==> config.mk <==
export PLATFORM = sky130hd
export DESIGN_NAME = emc_input_filter
export DESIGN_NICKNAME = d
export VERILOG_FILES = /design/src/rtl/emc_input_filter.sv
export SDC_FILE = /design/constraint.sdc
export NUM_CORES = 1
export LEC_CHECK = 0
export BUFFER_PORTS_ARGS = -buffer_cell sky130_fd_sc_hd__buf_2
export CAP_MARGIN = 20
export CORE_AREA = 2 2 290 292
export CTS_CLUSTER_DIAMETER = 150
export CTS_CLUSTER_SIZE = 8
export DETAILED_ROUTE_END_ITERATION = 8
export DIE_AREA = 0 0 292 294
export SYNTH_ARGS = -nofsm -noshare
export SYNTH_HDL_FRONTEND = slang
export SYNTH_SLANG_ARGS = --single-unit
==> constraint.sdc <==
create_clock -name clk_10M -period 2.45 [get_ports clk_10M]
set_input_delay 0.245 -clock clk_10M [delete_from_list [all_inputs] [get_ports clk_10M]]
set_output_delay 0.245 -clock clk_10M [all_outputs]
set_load 0.1 [all_outputs]
==> src/rtl/emc_input_filter.sv <==
// emc_input_filter
// Conditions the 32 registered board-side inputs (alarm, home, limits, general
// IO): optional polarity inversion, a second sync flop, per-channel debounce
// qualified against a microsecond tick, edge capture into sticky event flags
// with an interrupt, and per-axis stop requests for the motion generators.
//
// Channel map: [3:0] alarm, [7:4] home, [15:8] limit (2i+1 = +, 2i = -),
// [31:16] general IO.

module emc_input_filter #(
    parameter int PRESCALE = 10,
    parameter int CNT_W    = 8
) (
    input  logic             clk_10M,
    input  logic             n_rst,
    input  logic [3:0]       F_Alarm,
    input  logic [3:0]       F_Home,
    input  logic [7:0]       F_LimitPN,
    input  logic [15:0]      F_IO_Input,
    input  logic [31:0]      inv_mask,
    input  logic [CNT_W-1:0] filt_us,
    input  logic [31:0]      rise_mask,
    input  logic [31:0]      fall_mask,
    input  logic             evt_en,
    input  logic [31:0]      evt_clr,
    output logic [31:0]      filt_out,
    output logic [31:0]      evt_flag,
    output logic             irq,
    output logic [3:0]       axis_stop_p,
    output logic [3:0]       axis_stop_n
);

    localparam int               NCH        = 32;
    localparam logic [7:0]       PRESC_LAST = 8'(PRESCALE - 1);
    localparam logic [CNT_W-1:0] CNT_MAX    = {CNT_W{1'b1}};

    logic [NCH-1:0]   sync_q_reg;
    logic [7:0]       presc_reg;
    logic             tick;
    logic             bypass;

    logic [CNT_W-1:0] cnt_reg  [NCH];
    logic [CNT_W-1:0] cnt_next [NCH];
    logic [NCH-1:0]   filt_reg;
    logic [NCH-1:0]   filt_next;
    logic [NCH-1:0]   filt_d_reg;

    logic [NCH-1:0]   rise;
    logic [NCH-1:0]   fall;
    logic [NCH-1:0]   evt_reg;
    logic             irq_reg;
    logic [3:0]       stop_p_reg;
    logic [3:0]       stop_n_reg;

    // One-cycle tick on the last count of the free-running prescaler.
    assign tick   = (presc_reg == PRESC_LAST);
    assign bypass = (filt_us == '0);

    // Second sync flop with polarity applied, and the free-running prescaler.
    always_ff @(posedge clk_10M or negedge n_rst) begin
        if (!n_rst) begin
            sync_q_reg <= '0;
            presc_reg  <= '0;
        end else begin
            sync_q_reg <= {F_IO_Input, F_LimitPN, F_Home, F_Alarm} ^ inv_mask;
            presc_reg  <= tick ? 8'd0 : presc_reg + 8'd1;
        end
    end

    // Per-channel qualification. The counter only runs while the synced level
    // disagrees with the filtered level, so any glitch back to the filtered
    // value restarts qualification. The ">=" compare lets a lowered filt_us
    // take effect immediately on a channel that is already mid-count.
    generate
        for (genvar gi = 0; gi < NCH; gi++) begin : g_chan
            logic mism;
            logic qualified;

            assign mism      = sync_q_reg[gi] ^ filt_reg[gi];
            assign qualified = mism && (cnt_reg[gi] >= filt_us);

            assign filt_next[gi] = (bypass || qualified) ? sync_q_reg[gi] : filt_reg[gi];

            assign cnt_next[gi] = (bypass || !mism || qualified) ? '0 :
                                  (tick && (cnt_reg[gi] != CNT_MAX)) ? cnt_reg[gi] + CNT_W'(1) :
                                  cnt_reg[gi];
        end
    endgenerate

    // Debounce state: counters and filtered levels for all channels.
    always_ff @(posedge clk_10M or negedge n_rst) begin
        if (!n_rst) begin
            for (int i = 0; i < NCH; i++) begin
                cnt_reg[i] <= '0;
            end
            filt_reg <= '0;
        end else begin
            for (int i = 0; i < NCH; i++) begin
                cnt_reg[i] <= cnt_next[i];
            end
            filt_reg <= filt_next;
        end
    end

    assign rise = filt_reg & ~filt_d_reg;
    assign fall = ~filt_reg & filt_d_reg;

    // Edge history, sticky event flags (a new set beats a same-cycle clear),
    // interrupt, and stop requests. Alarm stops an axis in both directions.
    always_ff @(posedge clk_10M or negedge n_rst) begin
        if (!n_rst) begin
            filt_d_reg <= '0;
            evt_reg    <= '0;
            irq_reg    <= 1'b0;
            stop_p_reg <= '0;
            stop_n_reg <= '0;
        end else begin
            filt_d_reg <= filt_reg;
            evt_reg    <= (evt_reg & ~evt_clr) |
                          ({NCH{evt_en}} & ((rise & rise_mask) | (fall & fall_mask)));
            irq_reg    <= |evt_reg;
            for (int i = 0; i < 4; i++) begin
                stop_p_reg[i] <= filt_reg[i] | filt_reg[8 + 2*i + 1];
                stop_n_reg[i] <= filt_reg[i] | filt_reg[8 + 2*i];
            end
        end
    end

    assign filt_out    = filt_reg;
    assign evt_flag    = evt_reg;
    assign irq         = irq_reg;
    assign axis_stop_p = stop_p_reg;
    assign axis_stop_n = stop_n_reg;

endmodule

-- After elaboration in Yosys (flattened, before gate mapping)
Cells that the tools add are included.
- equal/unequal tests: 33
- reduce and logical (&&, ||, !) cells: 226
- magnitude comparators: 32
- multiplexer cells: 65
- add/subtract/negate cells: 33
- bitwise operators: 52
- operators with widths (kind ; number):
    $mux W8 ; 65
    $add A8 B1 Y8 const B ; 33
    $ge A8 B8 Y1 ; 32
    $ne A8 B8 Y1 const B ; 32
    $and A32 B32 Y32 ; 6
    $logic_or A1 B1 Y1 ; 96
    $not A32 Y32 ; 3
    $logic_and A1 B1 Y1 ; 64
    $or A32 B32 Y32 ; 2
    $reduce_bool A2 Y1 ; 32
    $logic_not A1 Y1 ; 32
    $reduce_or A32 Y1 ; 1
    $xor A1 B1 Y1 ; 32
    $xor A32 B32 Y32 ; 1
    $eq A8 B4 Y1 const B ; 1
    $logic_not A8 Y1 ; 1
    $or A1 B1 Y1 ; 8
- logic and storage cells: 512
- bits of input ports: 171
- bits in registers: 401

-- Logic depth before layout (Yosys ltp)
Gate-level depths: netlist of run 1.
- word-level depth: 6
- depth in mapped cells: 10

-- Worst setup path before layout of run 1
Ideal clock, no wire load.
- path kind: input to register
- start point: input port filt_us[1]
- end point: register cnt_reg[198] (netlist bit)
- required time: 2.354 ns
- library setup time: 0.096 ns
- arrival: 2.109 ns
- stages: 6
- path buffers: 0
- slack: 0.245 ns
- path through: inv_1 -> ha_1 -> a2111oi_0 -> a211o_1 -> nand4_1 -> a211oi_1
- cells in the longest elaborated chain, start to end: 4
- elaborated cells between the ends (all ways): 7
- classes of those cells: order compare: 1; mux: 1; reduce/logical: 5
- ends and longest elaborated chain (element ; line ; RTL):
    start, declared ; 21 ; input logic [CNT_W-1:0] filt_us,
    $ge A8 B8 Y1 / $logic_not A8 Y1 (equally long branches) ; 80, 57 ;
    $logic_and A1 B1 Y1 / $logic_or A1 B1 Y1 (equally long branches) ; 80, 84 ;
    $logic_or A1 B1 Y1 (*) ; 84 ; assign cnt_next[gi] = (bypass || !mism || qualified) ? '0 :
    $mux W8 / $reduce_bool A2 Y1 (equally long branches) ; n/a ;
    end signal, assigned by index ; 99 ; cnt_reg[i] <= cnt_next[i];
    end, declared ; 42 ; logic [CNT_W-1:0] cnt_reg [NCH];
Every way passes the cells marked *; elsewhere a longest branch is shown, timed or not.
A chain may end at the register's enable or synchronous reset.

-- Final worst setup path of run 1
- start point: register cnt_reg[232] (netlist bit)
- end point: register cnt_reg[239] (netlist bit)
- cells in the longest elaborated chain, start to end: 4
- elaborated cells between the ends (all ways): 9
- classes of those cells: add/sub: 1; order compare: 1; eq/ne: 1; mux: 2; reduce/logical: 4
- ends and longest elaborated chain (element ; line ; RTL):
    $ge A8 B8 Y1 ; 80 ; assign qualified = mism && (cnt_reg[gi] >= filt_us);
    $logic_and A1 B1 Y1 ; 80 ;
    $logic_or A1 B1 Y1 ; 84 ;
    $mux W8 / $reduce_bool A2 Y1 (equally long branches) ; n/a ;
Several ways; a longest one is shown, not always the timed one. The select of a mux whose other input is x is not followed.

==> results of run 1 <==
[metal layers]
metal / part of all wire (%) / track usage [%] / up-vias
li1: - / - / 10067
met1: 47 / 20.3 / 9675
met2: 47 / 25.8 / 423
met3: 3.9 / 1.99 / 97
met4: 2.2 / 4.00 / 0
met5: 0 / 0 / -
[report_power, final]
group / internal, W / switching (W) / total, W
sequential: 0.00706 / 0.000473 / 0.00754
combinational: 0.00116 / 0.00326 / 0.00442
clock: 0.00411 / 0.00287 / 0.00698
[through the flow]
| stage | util, % | power [W] | setup slack (ns) | area, µm² |
|---|---|---|---|---|
| CTS | 36.6 | 0.0193 | 0.286 | 30300 |
| finish | 36.6 | 0.0189 | 0.297 | 30300 |
| detailed placement | 33.5 | 0.0119 | 0.0930 | 27800 |
| floorplan | - | 0.0104 | 0.245 | 24600 |
| global route | 36.6 | 0.0198 | 0.00779 | 30300 |
| global placement | 33.5 | 0.0119 | 0.0715 | 27800 |
[cell families (layout without fill, tap and decap cells)]
family          Yosys count  after routing  synth area share [%]
xor+xnor                210            210                  7.49
fa+ha+maj               290            290                  14.8
compound gates          330            330                  8.17
mux                      78             78                  3.34
simple gates           1043           1043                  22.1
buf+inv                 201            644                  3.29
flops                   401            401                  40.9
[what timing repair did]
item / CTS / global route
hold buffers: 109 / 0
setup endpoints to repair: 0 / 1
hold endpoints to repair: 121 / 0
setup buffers: 0 / 2
[layout by cell type (no fill, tap or decap), types with 109 or more instances in the layout]
cell	instances
ha_1	290
inv_1	157
nand3_1	142
nor3_1	113
nand2_1	190
buf_2	242
o21ai_0	153
xnor2_1	113
nor2_1	239
dfrtp_1	401
nand4_1	120
dlygate4sd3_1	109
[worst min-delay path, stage by stage]
cell      delay (ns)
buf_2           0.08
nand3b_1        0.06
o21ai_0         0.08
nand2_1         0.05
o21ai_0         0.06
[path summary, 6_finish.rpt]
kind                                   to  slack [ns]  depth (start not counted)
min reg2reg                filt_d_reg[18]        0.48                          0
max                          cnt_reg[239]        0.30                          7
max in group asynchronous  sync_q_reg[21]        1.37                          4
min in group asynchronous     evt_flag[6]        0.27                          2
max reg2reg                  cnt_reg[239]        0.30                          7
min                           evt_flag[7]        0.02                          5
[area by class of cell]
| cell class | instances | area [µm²] | share of cell area [%] |
|---|---|---|---|
| timing repair buffer | 419 | 3150 | 10.4 |
| inverter | 164 | 616 | 2.03 |
| tap | 1080 | 1350 | 4.45 |
| clock inverter | 2 | 25.0 | 0.0825 |
| multi-input combinational | 1951 | 13700 | 45.2 |
| clock buffer | 59 | 1460 | 4.79 |
| sequential | 401 | 10000 | 33.1 |
==> reports/results.txt, run 1 <==
Worst path bufs/invs - 1
Num rows - 106
Die Y - 294 µm
Routed vias - 20.3k
Number of H-tree levels - 2
Crit-path cells - inv_1 -> ha_1 -> nand2b_1 -> a2111oi_0 -> a211o_1 -> nand3_1 -> nor3_1
Slowest stage cell on the critical path - a2111oi_0
Gates resized, CTS repair - 0
Vias in the first global route - 19.7k
Cell Area, Synth - 0.0246 mm²
WP data required - 2.95 ns
Commonest cells post-synth - 401 x dfrtp_1, 290 x ha_1, 240 x nor2_1
Clock sink count - 401
Max clock buf depth - 3
Number of nets with antenna violations after routing - 0
Status - finished, final reports clean
Syn avg cell area - 9.62 µm²
Initial Utilization - 29.6%
Synth Instances - 2553
Top delay family on crit path - simple AND/OR/NAND/NOR gates
CTS tree - done
Count leader, synth - dfrtp_1
Worst-path clk slew - 0.06 ns
Global-route wire length before repair - 106 mm
Post-synthesis sequential area ratio - 40.9%
YS warnings - 0
Critical path class - reg2reg
Port Buffers - 243
Initial antenna violation count - 1
Post-synth EDFFs - 0
DRC Markers - 0
Largest net degree at the start of global routing - 69
Final instance count without filler cells - 4076
Full die area - 0.0858 mm²
Area Overhead vs Synth - 23.6%
WL per Instance - 16.0 µm
Fillers - 8218
Share of flip-flops with an asynchronous set or reset - 100%
Crit. End Element - flop
Yosys reg bits - 401
Pwr Density - 624 mW/mm²
TritonCTS buffer count - 56
Leakage - 14.1 nW
Max-slew violations - 0
Post-layout minimum cycle time - 2.15 ns
Final setup fails - 0
Routed wire length - 65.0 mm
HP Class - in2reg
Cell taking the most area after synthesis - dfrtp_1
Synth Flop Type - dfrtp_1
Clock Skew - 0.0241 ns
Max FFs per register - 256
Critical path launch point type - flop
Nets@finish - 3454
Placeable Area - 0.0829 mm²
Layout cell share with drive strength beyond 1 - 14.5%
Tot GR Track Use - 15.2%
Peak supply drop - 0.687 mV
Critical path fanouts, max - 8
Critical Path Source - cnt_reg[232]
Min Hold Slack - 0.0187 ns
Setup TNS - 0 ns
Iter 0 DRT Violations - 1122
Via density - 4.97
Post-DP HPWL - 45.2 mm
Share of the synthesized area in the top cell type - 40.9%
Antenna diodes - 0
RSZ-0062 raised after global routing - no
Die X - 292 µm
Crit-path max cell delay - 0.46 ns
Critical Path AT - 2.65 ns
Clk root buf - clkbuf_16
Peak Freq - 465 MHz
Drt first pass iters - 5
Placed insts - 3904
Total gr overflow - 0
Routability congestion estimate - 0.801
Least-Margin Pin Slew - 0.632 ns
Max-cap check violation count - 0
Mapped Nets - 3014
Distinct cells, synth - 50
Crit share post-route - 87.9%
Hold Crit Start - rise_mask[7]
Hold Vio Cnt, Final - 0
Rel. slew slack - 57.7%
I/O Pins - 244
Clock Latency Late Sink - 0.60 ns
Largest cells by area after synthesis - dfrtp_1 41%, ha_1 15%, xnor2_1 4.0%, nor2_1 3.7%, xor2_1 3.5%
RR Startpoint - cnt_reg[232]
No activity file was read; power rests on OpenSTA's default activity.
==> run 2, diff against run 1 <==
--- a/config.mk
+++ b/config.mk
@@ -12,6 +12,7 @@
 export CTS_CLUSTER_SIZE = 8
 export DETAILED_ROUTE_END_ITERATION = 8
 export DIE_AREA = 0 0 292 294
+export REMOVE_ABC_BUFFERS = 1
 export SYNTH_ARGS = -nofsm -noshare
 export SYNTH_HDL_FRONTEND = slang
 export SYNTH_SLANG_ARGS = --single-unit
==> reports/results.txt, run 2 (synthesized netlist as in run 1, its figures left out) <==
Post-DP HPWL - 47.6 mm
Crit share post-route - 90.6%
Routability congestion estimate - 0.832
Int Power - 0.0123 W
WL per Instance - 16.7 µm
Number of nets with antenna violations after routing - 0
I/O Pins - 244
Die X - 292 µm
Largest net degree at the start of global routing - 70
Seq pwr share - 39.5%
Full die area - 0.0858 mm²
WP data required - 2.98 ns
Post-CTS setup buffer count - 0
TritonCTS buffer count - 56
Drt first pass iters - 5
Global-route wire length before repair - 110 mm
Setup slack after layout - 0.229 ns
Fillers - 8231
Clock Skew - 0.0282 ns
Wl on met1 - 32.7 mm
Port Buffers - 243
Post-layout minimum cycle time - 2.22 ns
Num rows - 106
HP Class - in2reg
RSZ-0062 raised after global routing - no
Clock Latency Late Sink - 0.62 ns
Psw - 0.00683 W
Highest layer used for signal routing - met4
Critical Path Source - presc_reg[4]
Final setup fails - 0
Setup TNS - 0 ns
Crit-path cells - or3_1 -> nor2_8 -> buf_12 -> nand2_1 -> or3_1 -> a21oi_1
Via density - 4.98
Worst path bufs/invs - 1
Total gr overflow - 0
Setup WS pre-CTS - 0.125 ns
Max clock buf depth - 3
Crit-path max cell delay - 0.58 ns
RR Startpoint - presc_reg[4]
Max-slew violations - 0
Comb power frac - 23.7%
Critical path launch point type - flop
Critical path class - reg2reg
Commonest non-fill, non-tap cells in the layout - 401 x dfrtp_1, 290 x ha_1, 242 x buf_2
DR WL met2 - 31.1 mm
Clk root buf - clkbuf_16
Hold Crit Start - rise_mask[15]
Worst-path clk slew - 0.06 ns
Leakage - 14.1 nW
Routed wire length - 68.1 mm
Min Hold Slack - 0.0289 ns
Least-Margin Pin Slew - 0.668 ns
Nets@finish - 3454
Area Overhead vs Synth - 23.6%
Peak Freq - 450 MHz
DRC Markers - 0
R2r setup slk - 0.23 ns
Clock power frac - 36.9%
Rel. slew slack - 55.5%
Met3 WL post-DR - 2.73 mm
Peak supply drop - 0.518 mV
Critical path fanouts, max - 26
Tot GR Track Use - 16.0%
Commonest non-fill, non-tap cell in the layout - dfrtp_1
Die Y - 294 µm
Layout cell share with drive strength beyond 1 - 14.5%
Hold Vio Cnt, Final - 0
Clock sink count - 401
Critical Path AT - 2.75 ns
Placeable Area - 0.0829 mm²
Pwr Density - 631 mW/mm²
Initial Utilization - 29.6%
Status - finished, final reports clean
Max FFs per register - 256
Routed vias - 20.3k
CTS tree - done
Vias in the first global route - 20.2k
CP most frequent cell - or3_1
Iter 0 DRT Violations - 1109
Switching Share - 35.6%
Number of H-tree levels - 2
Antenna diodes - 0
Slowest stage cell on the critical path - or3_1
Initial antenna violation count - 4
Crit. End Element - flop
Top delay family on crit path - simple AND/OR/NAND/NOR gates
Max-cap check violation count - 0
==> run 2: power groups by stage <==
stage	logic [W]	registers [W]	clock network, W
floorplan	0.00113	0.00931	0
global placement	0.00431	0.00768	0
global route	0.00486	0.00764	0.00754
CTS	0.00458	0.00758	0.00730
detailed placement	0.00434	0.00769	0
finish	0.00453	0.00756	0.00707
==> run 2: what timing repair did <==
item | CTS | global route
hold buffers | 114 | 0
setup endpoints to repair | 0 | 1
hold endpoints to repair | 111 | 0
resized for setup | 0 | 1
==> run 2: per-stage QoR <==
step / total power [W] / util (%) / instance area (µm²) / cells
2_1_floorplan: 0.0104 / - / 24400 / 2516
3_3_place_gp: 0.0120 / 33.5 / 27700 / 3901
3_5_place_dp: 0.0120 / 33.5 / 27700 / 3901
4_1_cts: 0.0195 / 36.6 / 30400 / 4076
5_1_grt: 0.0200 / 36.6 / 30400 / 4076
6_report: 0.0192 / 36.6 / 30400 / 4076
==> run 2: final cells by class <==
class / count / area, µm² / share of cell area (%)
Tap cell: 1080 / 1350 / 4.45
Sequential cell: 401 / 10000 / 33.1
Clock inverter: 5 / 80.1 / 0.264
Clock buffer: 56 / 1400 / 4.62
Timing Repair Buffer: 419 / 3130 / 10.3
Multi-Input combinational cell: 1951 / 13700 / 45.3
Inverter: 164 / 616 / 2.03
==> run 2: routing by layer <==
metal	vias up	global-route usage (%)
met5	-	0
met4	0	4.43
met3	102	2.02
met2	437	26.6
met1	9736	21.7
li1	10043	-
==> run 2: path summary, 6_finish.rpt <==
kind / cells past startpoint / end
min reg2reg: 1 / presc_reg[7]
min: 5 / evt_flag[15]
max: 6 / cnt_reg[75]
min in group asynchronous: 2 / evt_flag[27]
max in group asynchronous: 3 / filt_d_reg[1]
max reg2reg: 6 / cnt_reg[75]
==> run 2: worst min-delay path, stage by stage <==
cell and delay, ns:
buf_2 0.07, nand3b_1 0.06, o21ai_0 0.09, nand2_1 0.06, o21ai_0 0.07
==> run 3, diff against run 2 <==
--- a/config.mk
+++ b/config.mk
@@ -5,7 +5,7 @@
 export SDC_FILE = /design/constraint.sdc
 export NUM_CORES = 1
 export LEC_CHECK = 0
-export BUFFER_PORTS_ARGS = -buffer_cell sky130_fd_sc_hd__buf_2
+export BUFFER_PORTS_ARGS = -buffer_cell sky130_fd_sc_hd__buf_4
 export CAP_MARGIN = 20
 export CORE_AREA = 2 2 290 292
 export CTS_CLUSTER_DIAMETER = 150
==> reports/results.txt, run 3 (synthesized netlist as in run 1, its figures left out) <==
Status - finished, final reports clean
Routed vias - 20.2k
Die X - 292 µm
CTS Hold Bufs - 116
Crit share post-route - 89.6%
HP Class - in2reg
WP data required - 2.97 ns
Pwr Density - 634 mW/mm²
Commonest non-fill, non-tap cell in the layout - dfrtp_1
Port Buffers - 243
Clock sink count - 401
Layout cell share with drive strength beyond 1 - 15.3%
Psw - 0.00687 W
Crit. End Element - flop
Setup TNS - 0 ns
Commonest non-fill, non-tap cells in the layout - 401 x dfrtp_1, 312 x buf_4, 290 x ha_1
Hold Vio Cnt, Final - 0
Comb power frac - 25.8%
Post-DP HPWL - 46.7 mm
Critical path launch point type - flop
Final core occ - 37.6%
Overall power - 0.0198 W
Antenna diodes - 0
Worst-path clk slew - 0.05 ns
Switching Share - 34.8%
Peak supply drop - 0.545 mV
Post-placement cell area - 0.0285 mm²
Largest net degree at the start of global routing - 70
Post-route cell area - 0.0312 mm²
Critical Path AT - 2.72 ns
Routed wire length - 67.8 mm
TritonCTS buffer count - 56
Initial antenna violation count - 4
Number of H-tree levels - 2
Placeable Area - 0.0829 mm²
Clock power frac - 35.9%
Area Overhead vs Synth - 27.0%
Full die area - 0.0858 mm²
Clock Latency Late Sink - 0.63 ns
Routability congestion estimate - 0.800
Max-slew violations - 0
Number of nets with antenna violations after routing - 0
Leakage - 14.4 nW
Least-Margin Pin Slew - 0.767 ns
Total gr overflow - 0
Tot GR Track Use - 15.8%
Max-cap check violation count - 0
Post-layout minimum cycle time - 2.19 ns
Post-CTS setup buffer count - 0
Rel. slew slack - 48.9%
Max clock buf depth - 3
Max FFs per register - 256
Setup WS pre-CTS - -0.0711 ns
RSZ-0062 raised after global routing - no
Iter 0 DRT Violations - 1153
Drt first pass iters - 5
CTS tree - done
Critical path class - reg2reg
Clk root buf - clkbuf_16
WL per Instance - 16.5 µm
Die Y - 294 µm
Gates resized, CTS repair - 0
DRC Markers - 0
Critical path fanouts, max - 15
Peak Freq - 456 MHz
Int Power - 0.0129 W
Clock Skew - 0.0342 ns
Num rows - 106
Setup slack after layout - 0.255 ns
I/O Pins - 244
Via density - 4.93
Vias in the first global route - 20.0k
Seq pwr share - 38.3%
Final setup fails - 0
Nets@finish - 3486
Global-route wire length before repair - 109 mm
Initial Utilization - 29.6%
## run 3: changes by cell type in the layout (fill, tap and decap cells not counted), sizes merged
cell / change
buf: +30
dlygate4sd3: +2
clkbuf: +1
clkinv: -1
inv: -1
## run 3: routing by layer
layer | vias up | GRT usage (%) | share of wire (%)
met5 | - | 0 | 0.080
met4 | 6 | 4.75 | 2.6
met3 | 102 | 2.66 | 5.2
met2 | 431 | 26.1 | 45
met1 | 9589 | 21.3 | 47
li1 | 10119 | - | -
## run 3: final timing paths
check / start / slack [ns] / depth (start not counted) / endpoint
max: presc_reg[4] / 0.26 / 6 / cnt_reg[75]
min: rise_mask[0] / 0.02 / 5 / evt_flag[0]
max reg2reg: presc_reg[4] / 0.26 / 6 / cnt_reg[75]
min reg2reg: filt_out[22] / 0.49 / 0 / filt_d_reg[22]
max in group asynchronous: n_rst / 1.51 / 3 / sync_q_reg[8]
min in group asynchronous: n_rst / 0.16 / 2 / cnt_reg[45]
## run 3: power by group through the flow
stage | Clock [W] | Combinational [W] | Sequential (W)
final | 0.00709 | 0.00510 | 0.00757
after global routing | 0.00753 | 0.00544 | 0.00764
after CTS | 0.00734 | 0.00514 | 0.00758
after detailed placement | 0 | 0.00489 | 0.00769
after global placement | 0 | 0.00486 | 0.00768
after floorplan | 0 | 0.00113 | 0.00931
## run 3: critical path: stages (launching register included)
cell,delay (ns)
dfrtp_1,0.44
or3_1,0.50
nor2_8,0.20
buf_4,0.28
nand2_1,0.16
or3_1,0.37
a21oi_1,0.15
## run 3: metrics by stage
step,instances,hold WS [ns]
2_1_floorplan,2516,-0.0506
3_3_place_gp,3931,0.205
3_5_place_dp,3931,0.208
4_1_cts,4107,0.00317
5_1_grt,4107,0.0700
6_report,4107,0.0155
## run 3: final cells by class
class / count / area (µm²)
inverters: 164 / 616
repair buffers: 451 / 3960
clock buffers: 57 / 1430
flip-flops and latches: 401 / 10000
well taps: 1080 / 1350
clock inverters: 3 / 55.1
multi-input cells: 1951 / 13700
fillers: 8202 / 51700
